===== src/rtl/vend_seq_ctrl.sv =====
// Coin vending sequencing controller.
// Arbitrates the 5 Rs / 10 Rs acceptors, accumulates credit in 5 Rs units,
// runs the dispenser handshake with a timeout, and pays change one coin at a
// time through the hopper. Every output is a register loaded from the
// next-value logic below.
module vend_seq_ctrl #(
    parameter int PRICE      = 3,
    parameter int MAX_CREDIT = 7,
    parameter int CW         = 3,
    parameter int VEND_TO    = 16
) (
    input  logic          clk,
    input  logic          rst,
    input  logic          coin5_req,
    input  logic          coin10_req,
    output logic          coin5_ack,
    output logic          coin10_ack,
    output logic          coin_rej,
    input  logic          cancel,
    output logic          vend_req,
    input  logic          vend_done,
    output logic          chg_req,
    input  logic          chg_done,
    output logic [CW-1:0] credit,
    output logic          busy,
    output logic          vend_fault
);

    localparam int TW = $clog2(VEND_TO + 1);

    localparam logic [TW-1:0] TO_LAST   = TW'(VEND_TO - 1);
    localparam logic [CW:0]   MAX_W     = (CW + 1)'(MAX_CREDIT);
    localparam logic [CW:0]   PRICE_W   = (CW + 1)'(PRICE);
    localparam logic [CW-1:0] PRICE_C   = CW'(PRICE);
    localparam logic [CW-1:0] ONE_C     = CW'(1);

    typedef enum logic [1:0] {
        S_COLLECT = 2'd0,
        S_VEND    = 2'd1,
        S_CHANGE  = 2'd2
    } state_t;

    state_t        state;
    state_t        state_nxt;
    logic [TW-1:0] cnt;
    logic [TW-1:0] cnt_nxt;
    logic [CW-1:0] credit_nxt;
    logic          coin5_ack_nxt;
    logic          coin10_ack_nxt;
    logic          coin_rej_nxt;
    logic          vend_req_nxt;
    logic          chg_req_nxt;
    logic          vend_fault_nxt;
    logic          busy_nxt;

    // Widened sum so a full-scale credit plus a 10 Rs coin cannot wrap.
    function automatic logic [CW:0] add_credit(input logic [CW-1:0] c,
                                               input logic [1:0]    v);
        return {1'b0, c} + {{(CW - 1){1'b0}}, v};
    endfunction

    // Floor-protected subtraction: credit is left alone if it would underflow.
    function automatic logic [CW-1:0] sub_credit(input logic [CW-1:0] c,
                                                 input logic [CW-1:0] d);
        return (c >= d) ? (c - d) : c;
    endfunction

    // A request counts only while its own ack is low, so a held req is not
    // counted twice while the acceptor is still dropping it.
    logic          el10;
    logic          el5;
    logic          grant10;
    logic          grant5;
    logic          grant_any;
    logic [1:0]    grant_val;
    logic [CW:0]   sum;
    logic          fits;
    logic          cancel_hit;
    logic          done_hit;
    logic          timeout_hit;
    logic          chg_hit;
    logic [CW-1:0] vend_rem;

    assign el10        = coin10_req && !coin10_ack;
    assign el5         = coin5_req && !coin5_ack;
    assign grant10     = el10;
    assign grant5      = el5 && !el10;
    assign grant_any   = grant10 || grant5;
    assign grant_val   = grant10 ? 2'd2 : (grant5 ? 2'd1 : 2'd0);
    assign sum         = add_credit(credit, grant_val);
    assign fits        = (sum <= MAX_W);
    assign cancel_hit  = (state == S_COLLECT) && cancel && (credit != '0);
    assign done_hit    = (state == S_VEND) && vend_req && vend_done;
    assign timeout_hit = (state == S_VEND) && vend_req && !vend_done && (cnt == TO_LAST);
    assign chg_hit     = (state == S_CHANGE) && chg_req && chg_done;
    assign vend_rem    = sub_credit(credit, PRICE_C);

    // State and registered outputs; reset discards credit and aborts handshakes.
    always_ff @(posedge clk) begin
        if (rst) begin
            state      <= S_COLLECT;
            cnt        <= '0;
            credit     <= '0;
            coin5_ack  <= 1'b0;
            coin10_ack <= 1'b0;
            coin_rej   <= 1'b0;
            vend_req   <= 1'b0;
            chg_req    <= 1'b0;
            vend_fault <= 1'b0;
            busy       <= 1'b0;
        end else begin
            state      <= state_nxt;
            cnt        <= cnt_nxt;
            credit     <= credit_nxt;
            coin5_ack  <= coin5_ack_nxt;
            coin10_ack <= coin10_ack_nxt;
            coin_rej   <= coin_rej_nxt;
            vend_req   <= vend_req_nxt;
            chg_req    <= chg_req_nxt;
            vend_fault <= vend_fault_nxt;
            busy       <= busy_nxt;
        end
    end

    // Next-state selection; cancel outranks coin acceptance, vend_done outranks timeout.
    always_comb begin
        state_nxt = state;
        case (state)
            S_COLLECT: begin
                if (cancel_hit) begin
                    state_nxt = S_CHANGE;
                end else if (grant_any && fits && (sum >= PRICE_W)) begin
                    state_nxt = S_VEND;
                end
            end
            S_VEND: begin
                if (done_hit) begin
                    state_nxt = (vend_rem != '0) ? S_CHANGE : S_COLLECT;
                end else if (timeout_hit) begin
                    state_nxt = S_CHANGE;
                end
            end
            S_CHANGE: begin
                if (chg_hit && (credit <= ONE_C)) begin
                    state_nxt = S_COLLECT;
                end else if (credit == '0) begin
                    state_nxt = S_COLLECT;
                end
            end
            default: state_nxt = S_COLLECT;
        endcase
    end

    // Next values of the registered outputs, credit and timeout counter.
    always_comb begin
        coin5_ack_nxt  = 1'b0;
        coin10_ack_nxt = 1'b0;
        coin_rej_nxt   = 1'b0;
        vend_req_nxt   = 1'b0;
        chg_req_nxt    = 1'b0;
        vend_fault_nxt = 1'b0;
        credit_nxt     = credit;
        cnt_nxt        = cnt;
        case (state)
            S_COLLECT: begin
                if (cancel_hit) begin
                    coin_rej_nxt = grant_any;
                    chg_req_nxt  = 1'b1;
                end else if (grant_any) begin
                    if (fits) begin
                        coin10_ack_nxt = grant10;
                        coin5_ack_nxt  = grant5;
                        credit_nxt     = sum[CW-1:0];
                        if (sum >= PRICE_W) begin
                            vend_req_nxt = 1'b1;
                            cnt_nxt      = '0;
                        end
                    end else begin
                        coin_rej_nxt = 1'b1;
                    end
                end
            end
            S_VEND: begin
                coin_rej_nxt = grant_any;
                if (done_hit) begin
                    credit_nxt  = vend_rem;
                    chg_req_nxt = (vend_rem != '0);
                end else if (timeout_hit) begin
                    vend_fault_nxt = 1'b1;
                    chg_req_nxt    = (credit != '0);
                end else begin
                    vend_req_nxt = 1'b1;
                    cnt_nxt      = cnt + 1'b1;
                end
            end
            S_CHANGE: begin
                coin_rej_nxt = grant_any;
                if (chg_hit) begin
                    credit_nxt = sub_credit(credit, ONE_C);
                end else begin
                    chg_req_nxt = (credit != '0);
                end
            end
            default: begin
                credit_nxt = '0;
            end
        endcase
        busy_nxt = (state_nxt != S_COLLECT);
    end

endmodule


===== config.mk =====
export PLATFORM = sky130hd
export DESIGN_NAME = vend_seq_ctrl
export DESIGN_NICKNAME = d
export VERILOG_FILES = /design/src/rtl/vend_seq_ctrl.sv
export SDC_FILE = /design/constraint.sdc
export NUM_CORES = 1
export LEC_CHECK = 0
export BUFFER_PORTS_ARGS = -buffer_cell sky130_fd_sc_hd__buf_4
export CORE_AREA = 2 2 48 50
export CTS_BUF_LIST = sky130_fd_sc_hd__clkbuf_2 sky130_fd_sc_hd__clkbuf_4 sky130_fd_sc_hd__clkbuf_8
export DETAILED_ROUTE_END_ITERATION = 16
export DIE_AREA = 0 0 50 52
export HOLD_SLACK_MARGIN = 0.02
export MAX_ROUTING_LAYER = met4
export PLACE_DENSITY = 0.82
export SYNTH_ARGS = -nofsm -noshare
export SYNTH_HDL_FRONTEND = slang
export SYNTH_SLANG_ARGS = --single-unit

===== constraint.sdc =====
create_clock -name clk -period 5.7 [get_ports clk]
set_input_delay 1.71 -clock clk [delete_from_list [all_inputs] [get_ports clk]]
set_output_delay 1.71 -clock clk [all_outputs]
set_load 0.02 [all_outputs]

==> results of run 1 <==
## metal layers
metal	up-vias	routed length (µm)
met5	-	0
met4	0	96
li1	581	-
met1	538	1190
met2	42	1390
met3	11	172
## power groups by stage
stage	logic, mW	clock network (mW)	registers (mW)
5_1_grt	0.280	0.0737	0.165
2_1_floorplan	0.167	0	0.179
3_5_place_dp	0.252	0	0.164
4_1_cts	0.254	0.0699	0.162
6_report	0.256	0.0688	0.162
3_3_place_gp	0.246	0	0.164
## final cells by class
type                            instances  area, µm²  area share
Clock buffer                            3       22.5      0.0161
Clock inverter                          1       5.00     0.00358
Inverter                               13       48.8      0.0349
Multi-Input combinational cell        112        825       0.591
Sequential cell                        17        340       0.244
Tap cell                               28       35.0      0.0251
Timing Repair Buffer                   16        120      0.0860
## stage by stage
stage | instances | cell area (µm²) | total power, mW | setup slack [ns]
floorplan | 148 | 1240 | 0.346 | 1.76
global placement | 186 | 1370 | 0.410 | 1.47
detailed placement | 186 | 1370 | 0.417 | 1.35
CTS | 190 | 1400 | 0.486 | 1.67
global route | 190 | 1400 | 0.519 | 1.51
finish | 190 | 1400 | 0.487 | 1.63
## flip-flops by register name, indices dropped and copies added (netlist names)
signal	flops
busy	1
coin10_ack	1
state	2
credit	3
coin5_ack	1
coin_rej	1
vend_fault	1
vend_req	1
chg_req	1
cnt	5
## cell usage in the layout, fill, tap and decap left out, types with 3 or more instances in the layout
cell / instances
dfxtp_1: 17
buf_4: 16
inv_1: 13
ha_1: 13
a21oi_1: 12
nand2_1: 8
a211oi_1: 7
o21ai_0: 6
nand2b_1: 5
nor2b_1: 5
nor2_1: 5
nor3_1: 4
or3_1: 3
o31ai_1: 3
clkbuf_4: 3
## worst max path at each step
| stage | from | endpoint | slack, ns |
|---|---|---|---|
| 2_1_floorplan | coin5_req | cnt[2] | 1.76 |
| 3_3_place_gp | coin5_req | cnt[2] | 1.47 |
| 3_5_place_dp | coin5_req | cnt[2] | 1.35 |
| 4_1_cts | coin5_req | cnt[2] | 1.67 |
| 5_1_grt | coin5_req | cnt[2] | 1.51 |
| 6_report | coin5_req | cnt[2] | 1.63 |
## kinds of logic after synthesis
family | Yosys count | synth area share
AO/OA/AOI/OAI | 48 | 0.273
buffers and inverters | 19 | 0.0586
AND/OR/NAND/NOR | 46 | 0.213
multiplexers | 3 | 0.0253
flip-flops | 17 | 0.275
XOR/XNOR | 1 | 0.00708
adder cells (fa/ha/maj) | 14 | 0.148
## worst max-delay path, delay by kind of cell
kind / cells / cell delay [ns]
buffers and inverters: 2 / 0.16
AO/OA/AOI/OAI: 2 / 0.60
XOR/XNOR: 1 / 0.16
multiplexers: 1 / 0.27
AND/OR/NAND/NOR: 3 / 0.78
adder cells (fa/ha/maj): 2 / 0.64
==> impl_metrics.env, run 1 <==
export IMPL_use_met3=0.0460
export IMPL_port_buffers=16
export IMPL_met1_usage=0.280
export IMPL_dp_hpwl_mm=2.15
export IMPL_crit_type="in -> reg"
export IMPL_crit_slowest_cell="or4_1"
export IMPL_rows=17
export IMPL_synth_edf_count=0
export IMPL_startpoint_type="primary input"
export IMPL_hp_class="reg -> reg"
export IMPL_grt_max_degree=19
export IMPL_swShare=0.435
export IMPL_crit_chain="buf_4, nor2b_1, nand2_1, inv_1, ha_1, fa_1, xnor2_1, a222oi_1, mux2i_1, or4_1, a21oi_1"
export IMPL_drt_iter0_drc=44
export IMPL_power_switching_uw=212
export IMPL_power_internal_uw=275
export IMPL_tritoncts="built"
export IMPL_core_area_mm2=0.00211
export IMPL_fin_util=0.663
export IMPL_p_leak_nw=0.579
export IMPL_worstSetupEndpointType="flip-flop"
export IMPL_track_usage=0.248
export IMPL_synth_commonest_cells="dfxtp_1, ha_1, inv_1"
export IMPL_ctsRootBufferMaster="clkbuf_4"
export IMPL_r2r_slack_ns=2.76
export IMPL_max_clock_path_buffers=2
export IMPL_dieArea_mm2=0.00260
export IMPL_antenna_found_initial=0
export IMPL_cts_resized=0
export IMPL_rr_worst_depth=10
export IMPL_nNetsFinal=184
export IMPL_ys_types=45
export IMPL_rr_startpoint="coin10_ack"
export IMPL_hold_ws_ns=0.490
export IMPL_relSlewSlack=0.487
export IMPL_crit_fanout=6
export IMPL_async_reset_ff_frac=0
export IMPL_post_cts_setup_buffers=0
export IMPL_syn_inst=148
export IMPL_critPathArrivalTime_ns=4.31
export IMPL_p_seq_frac=0.333
export IMPL_yosysMostFrequentCell="dfxtp_1"
export IMPL_avgSynthCellArea_um2=8.36
export IMPL_start_util=0.588
export IMPL_fp_dieH_um=52
export IMPL_netlist_area_mm2=0.00124
export IMPL_dr_total_vias=1172
export IMPL_grt_pass1_vias=1118
export IMPL_period_share=0.715
export IMPL_powerDensity_mw_per_mm2=349
export IMPL_fillCellCount=177
export IMPL_path_clk_slew_ns=0.11
export IMPL_setup_viol=0
export IMPL_clock_sinks=17
export IMPL_ys_seq_area_frac=0.275
export IMPL_rsz0062_at_grt="false"
export IMPL_met2_usage=0.410
export IMPL_final_max_slew_viol_count=0
export IMPL_peakVddDrop_v=0.000207
export IMPL_grt_busiest_layer="met2"
export IMPL_grt_pass1_wl_mm=4.74
export IMPL_layout_drive_gt1_share=0.148
export IMPL_synth_nets=169
export IMPL_r2r_end="cnt[2]"
export IMPL_outcome="finished, final reports clean"
export IMPL_area_growth_pct=12.8
export IMPL_fin_skew_ns=0.00703
export IMPL_wl_per_cell_um=15.0
export IMPL_holdPathEnd="cnt[4]"
export IMPL_gp_congestion=0.876
export IMPL_cts_hold_buf=0
export IMPL_clk_latency_ns=0.30
export IMPL_finalSetupTns_ns=0
export IMPL_cts_buffers=3
export IMPL_h_tree_depth=1
export IMPL_max_slew_worst_pin_slew_ns=0.763
export IMPL_max_stage_delay_ns=0.53
export IMPL_fmax_ghz=0.245
export IMPL_synth_area_leaders="dfxtp_1, ha_1, a21oi_1, a211oi_1, inv_1"
export IMPL_ys_warnings_count=0
export IMPL_netlist_top_cell_by_area="dfxtp_1"
export IMPL_period_needed_ns=4.07
export IMPL_firstDrtPassIters=4
export IMPL_comb_power_share=0.526
export IMPL_pin_count=17
export IMPL_die_w_um=50
export IMPL_grt_overflow_total=0
export IMPL_whs_path_depth=2
export IMPL_drv_cap=0
export IMPL_yosys_most_used_dff="dfxtp_1"
export IMPL_min_from="cnt[4]"
export IMPL_drt_wl_total_mm=2.86
export IMPL_via_per_inst=6.17
export IMPL_num_antenna_cells=0
export IMPL_synth_top_cell_area_share=0.275
export IMPL_post_route_drc_count=0
export IMPL_postRouteAntennaNets=0
export IMPL_critPathRequiredTime_ns=5.94
export IMPL_hold_viol_final=0
export IMPL_ys_seq_elements=17
export IMPL_clkPwrFrac=0.141
Power figures use the tool's default switching activity.
==> run 2, diff against run 1 <==
==> config.mk (replaced) <==
export PLATFORM = sky130hd
export DESIGN_NAME = vend_seq_ctrl
export DESIGN_NICKNAME = d
export VERILOG_FILES = /design/src/rtl/vend_seq_ctrl.sv
export SDC_FILE = /design/constraint.sdc
export NUM_CORES = 1
export LEC_CHECK = 0
export ABC_AREA = 1
export BUFFER_PORTS_ARGS = -buffer_cell sky130_fd_sc_hd__buf_4
export CORE_AREA = 2 2 51 53
export CTS_BUF_LIST = sky130_fd_sc_hd__clkbuf_2 sky130_fd_sc_hd__clkbuf_4 sky130_fd_sc_hd__clkbuf_8
export DETAILED_ROUTE_END_ITERATION = 16
export DIE_AREA = 0 0 53 55
export HOLD_SLACK_MARGIN = 0.02
export MAX_ROUTING_LAYER = met4
export PLACE_DENSITY = 0.79
export SYNTH_ARGS = -nofsm -noshare
export SYNTH_HDL_FRONTEND = slang
export SYNTH_SLANG_ARGS = --single-unit
==> constraint.sdc (replaced) <==
create_clock -name clk -period 3.75 [get_ports clk]
set_input_delay 1.125 -clock clk [delete_from_list [all_inputs] [get_ports clk]]
set_output_delay 1.125 -clock clk [all_outputs]
set_load 0.02 [all_outputs]
==> run 2 against run 1 <==
Clock-buffer cell count is 1 higher; area after synthesis increased by 8.3%; setup slack got worse by 0.58 ns; sequential cell count did not move; register-to-register slack worse by 1.2 ns; first-iteration DRC count fell by 48%; critical path depth grew 5; combinational power rose to 3.4 times the previous value; core utilization fell by 2.8 points; die area grew 12%; global-route usage up 1.4 points.
==> impl_metrics.env, run 2 <==
export IMPL_rsz0062_at_grt="false"
export IMPL_postRouteAntennaNets=0
export IMPL_final_max_slew_viol_count=0
export IMPL_synth_top_cell_area_share=0.254
export IMPL_largest_reg_flops=5
export IMPL_layout_drive_gt1_share=0.193
export IMPL_synth_edf_count=0
export IMPL_relSlewSlack=0.620
export IMPL_reg_top3="cnt x5, credit x3, state x2"
export IMPL_ys_warnings_count=0
export IMPL_start_util=0.567
export IMPL_crit_chain="buf_4, nand2_1, inv_1, nor2_1, ha_1, fa_1, inv_1, nand2_1, nand2_1, nor2_2, nor2_1, nor2_1, nor2_1, nand2_1, nand2_1, nand2_1"
export IMPL_dp_hpwl_mm=2.50
export IMPL_fillCellCount=224
export IMPL_fmax_ghz=0.370
export IMPL_core_area_mm2=0.00236
export IMPL_wl_per_cell_um=12.8
export IMPL_drt_wl_total_mm=3.10
export IMPL_post_route_drc_count=0
export IMPL_max_slew_worst_pin_slew_ns=0.570
export IMPL_dieArea_mm2=0.00292
export IMPL_cts_hold_buf=0
export IMPL_port_buffers=16
export IMPL_nNetsFinal=234
export IMPL_critPathRequiredTime_ns=3.95
export IMPL_fp_dieH_um=55
export IMPL_track_usage=0.262
export IMPL_clk_latency_ns=0.29
export IMPL_p_leak_nw=0.758
export IMPL_outcome="finished, final reports clean"
export IMPL_crit_type="in -> reg"
export IMPL_h_tree_depth=1
export IMPL_yosys_most_used_dff="dfxtp_1"
export IMPL_ys_seq_area_frac=0.254
export IMPL_antenna_found_initial=0
export IMPL_crit_fanout=4
export IMPL_ys_types=30
export IMPL_peakVddDrop_v=0.000584
export IMPL_fin_skew_ns=0.00628
export IMPL_startpoint_type="primary input"
export IMPL_avgSynthCellArea_um2=6.87
export IMPL_multiInputGateArea_um2=846
export IMPL_period_share=0.722
export IMPL_syn_inst=195
export IMPL_crit_slowest_cell="fa_1"
export IMPL_setup_viol=0
export IMPL_gp_congestion=0.959
export IMPL_powerDensity_mw_per_mm2=847
export IMPL_area_growth_pct=12.0
export IMPL_ctsRootBufferMaster="clkbuf_4"
export IMPL_register_area_um2=340
export IMPL_dr_total_vias=1256
export IMPL_netlist_top_cell_by_area="dfxtp_1"
export IMPL_hold_viol_final=0
export IMPL_period_needed_ns=2.71
export IMPL_max_stage_delay_ns=0.41
export IMPL_critPathArrivalTime_ns=2.90
export IMPL_num_antenna_cells=0
export IMPL_clock_sinks=17
export IMPL_via_per_inst=5.19
export IMPL_final_area_mm2=0.00150
export IMPL_grt_max_degree=12
export IMPL_finalSetupTns_ns=0
export IMPL_pin_count=17
export IMPL_hp_class="reg -> reg"
export IMPL_largest_register="cnt"
export IMPL_synth_area_leaders="dfxtp_1, nand2_1, ha_1, inv_1, a21oi_1"
export IMPL_tritoncts="built"
export IMPL_path_clk_slew_ns=0.10
export IMPL_worstSetupEndpointType="flip-flop"
export IMPL_grt_pass1_vias=1166
export IMPL_die_w_um=53
export IMPL_async_reset_ff_frac=0
export IMPL_synth_nets=216
export IMPL_placed_area_mm2=0.00147
export IMPL_mostFrequentLayoutCell="nand2_1"
export IMPL_cts_buffers=3
export IMPL_rows=18
export IMPL_post_cts_setup_buffers=0
export IMPL_cpMostUsedCell="nand2_1"
export IMPL_grt_pass1_wl_mm=5.29
export IMPL_cts_resized=0
export IMPL_synth_commonest_cells="nand2_1, inv_1, a21oi_1"
export IMPL_grt_overflow_total=0
export IMPL_max_clock_path_buffers=2
export IMPL_drv_cap=0
export IMPL_netlist_area_mm2=0.00134
export IMPL_yosysMostFrequentCell="nand2_1"
export IMPL_firstDrtPassIters=4
export IMPL_ys_seq_elements=17
export IMPL_drt_iter0_drc=23
export IMPL_layout_common_cells="nand2_1, inv_1, a21oi_1"
[run 2: area by class of cell]
type / count / area share
Tap cell: 30 / 0.0250
Inverter: 32 / 0.0850
Multi-Input combinational cell: 143 / 0.563
Clock buffer: 4 / 0.0200
Timing Repair Buffer: 16 / 0.0800
Sequential cell: 17 / 0.227
[run 2: cells by family (layout without fill, tap and decap cells)]
group / Yosys count / in the layout / synth area share
buffers and inverters: 35 / 52 / 0.115
AOI/OAI and AO/OA: 28 / 28 / 0.111
xor gates and xnor gates: 1 / 1 / 0.00654
and+or+nand+nor: 100 / 100 / 0.377
adders and majority gates: 14 / 14 / 0.136
DFF: 17 / 17 / 0.254
[run 2: path summary, 6_finish.rpt]
path              start  endpoint  slack, ns  cells after the start
min              cnt[3]    cnt[3]       0.51                      2
max          coin10_req      busy       1.04                     16
max reg2reg  coin10_ack      busy       1.57                     16
min reg2reg      cnt[3]    cnt[3]       0.51                      2
[run 2: per-layer routing]
layer  vias to the layer above  GRT usage  wire [µm]
met5                         -          -          0
met4                         0      0.115         52
met3                         4     0.0323        160
met2                        34      0.444       1520
met1                       565      0.316       1360
li1                        653          -          -
[run 2: report_power, final]
group	switching, mW	internal, mW	total, mW
clock network	0.0578	0.0487	0.107
logic	0.548	0.313	0.861
registers	0.0713	0.233	0.304
[run 2: worst max-delay path, delay by kind of cell]
family,cells,cell delay (ns)
and+or+nand+nor,11,0.85
buffers and inverters,3,0.30
adders and majority gates,2,0.62
[run 2: through the flow]
| step | setup slack [ns] | hold slack [ns] | power [mW] | util | std cells |
|---|---|---|---|---|---|
| 2_1_floorplan | 1.03 | 0.464 | 0.990 | - | 195 |
| 3_3_place_gp | 0.825 | 0.483 | 1.14 | 0.622 | 238 |
| 3_5_place_dp | 0.758 | 0.489 | 1.16 | 0.622 | 238 |
| 4_1_cts | 1.07 | 0.510 | 1.27 | 0.635 | 242 |
| 5_1_grt | 0.893 | 0.551 | 1.40 | 0.635 | 242 |
| 6_report | 1.04 | 0.511 | 1.27 | 0.635 | 242 |
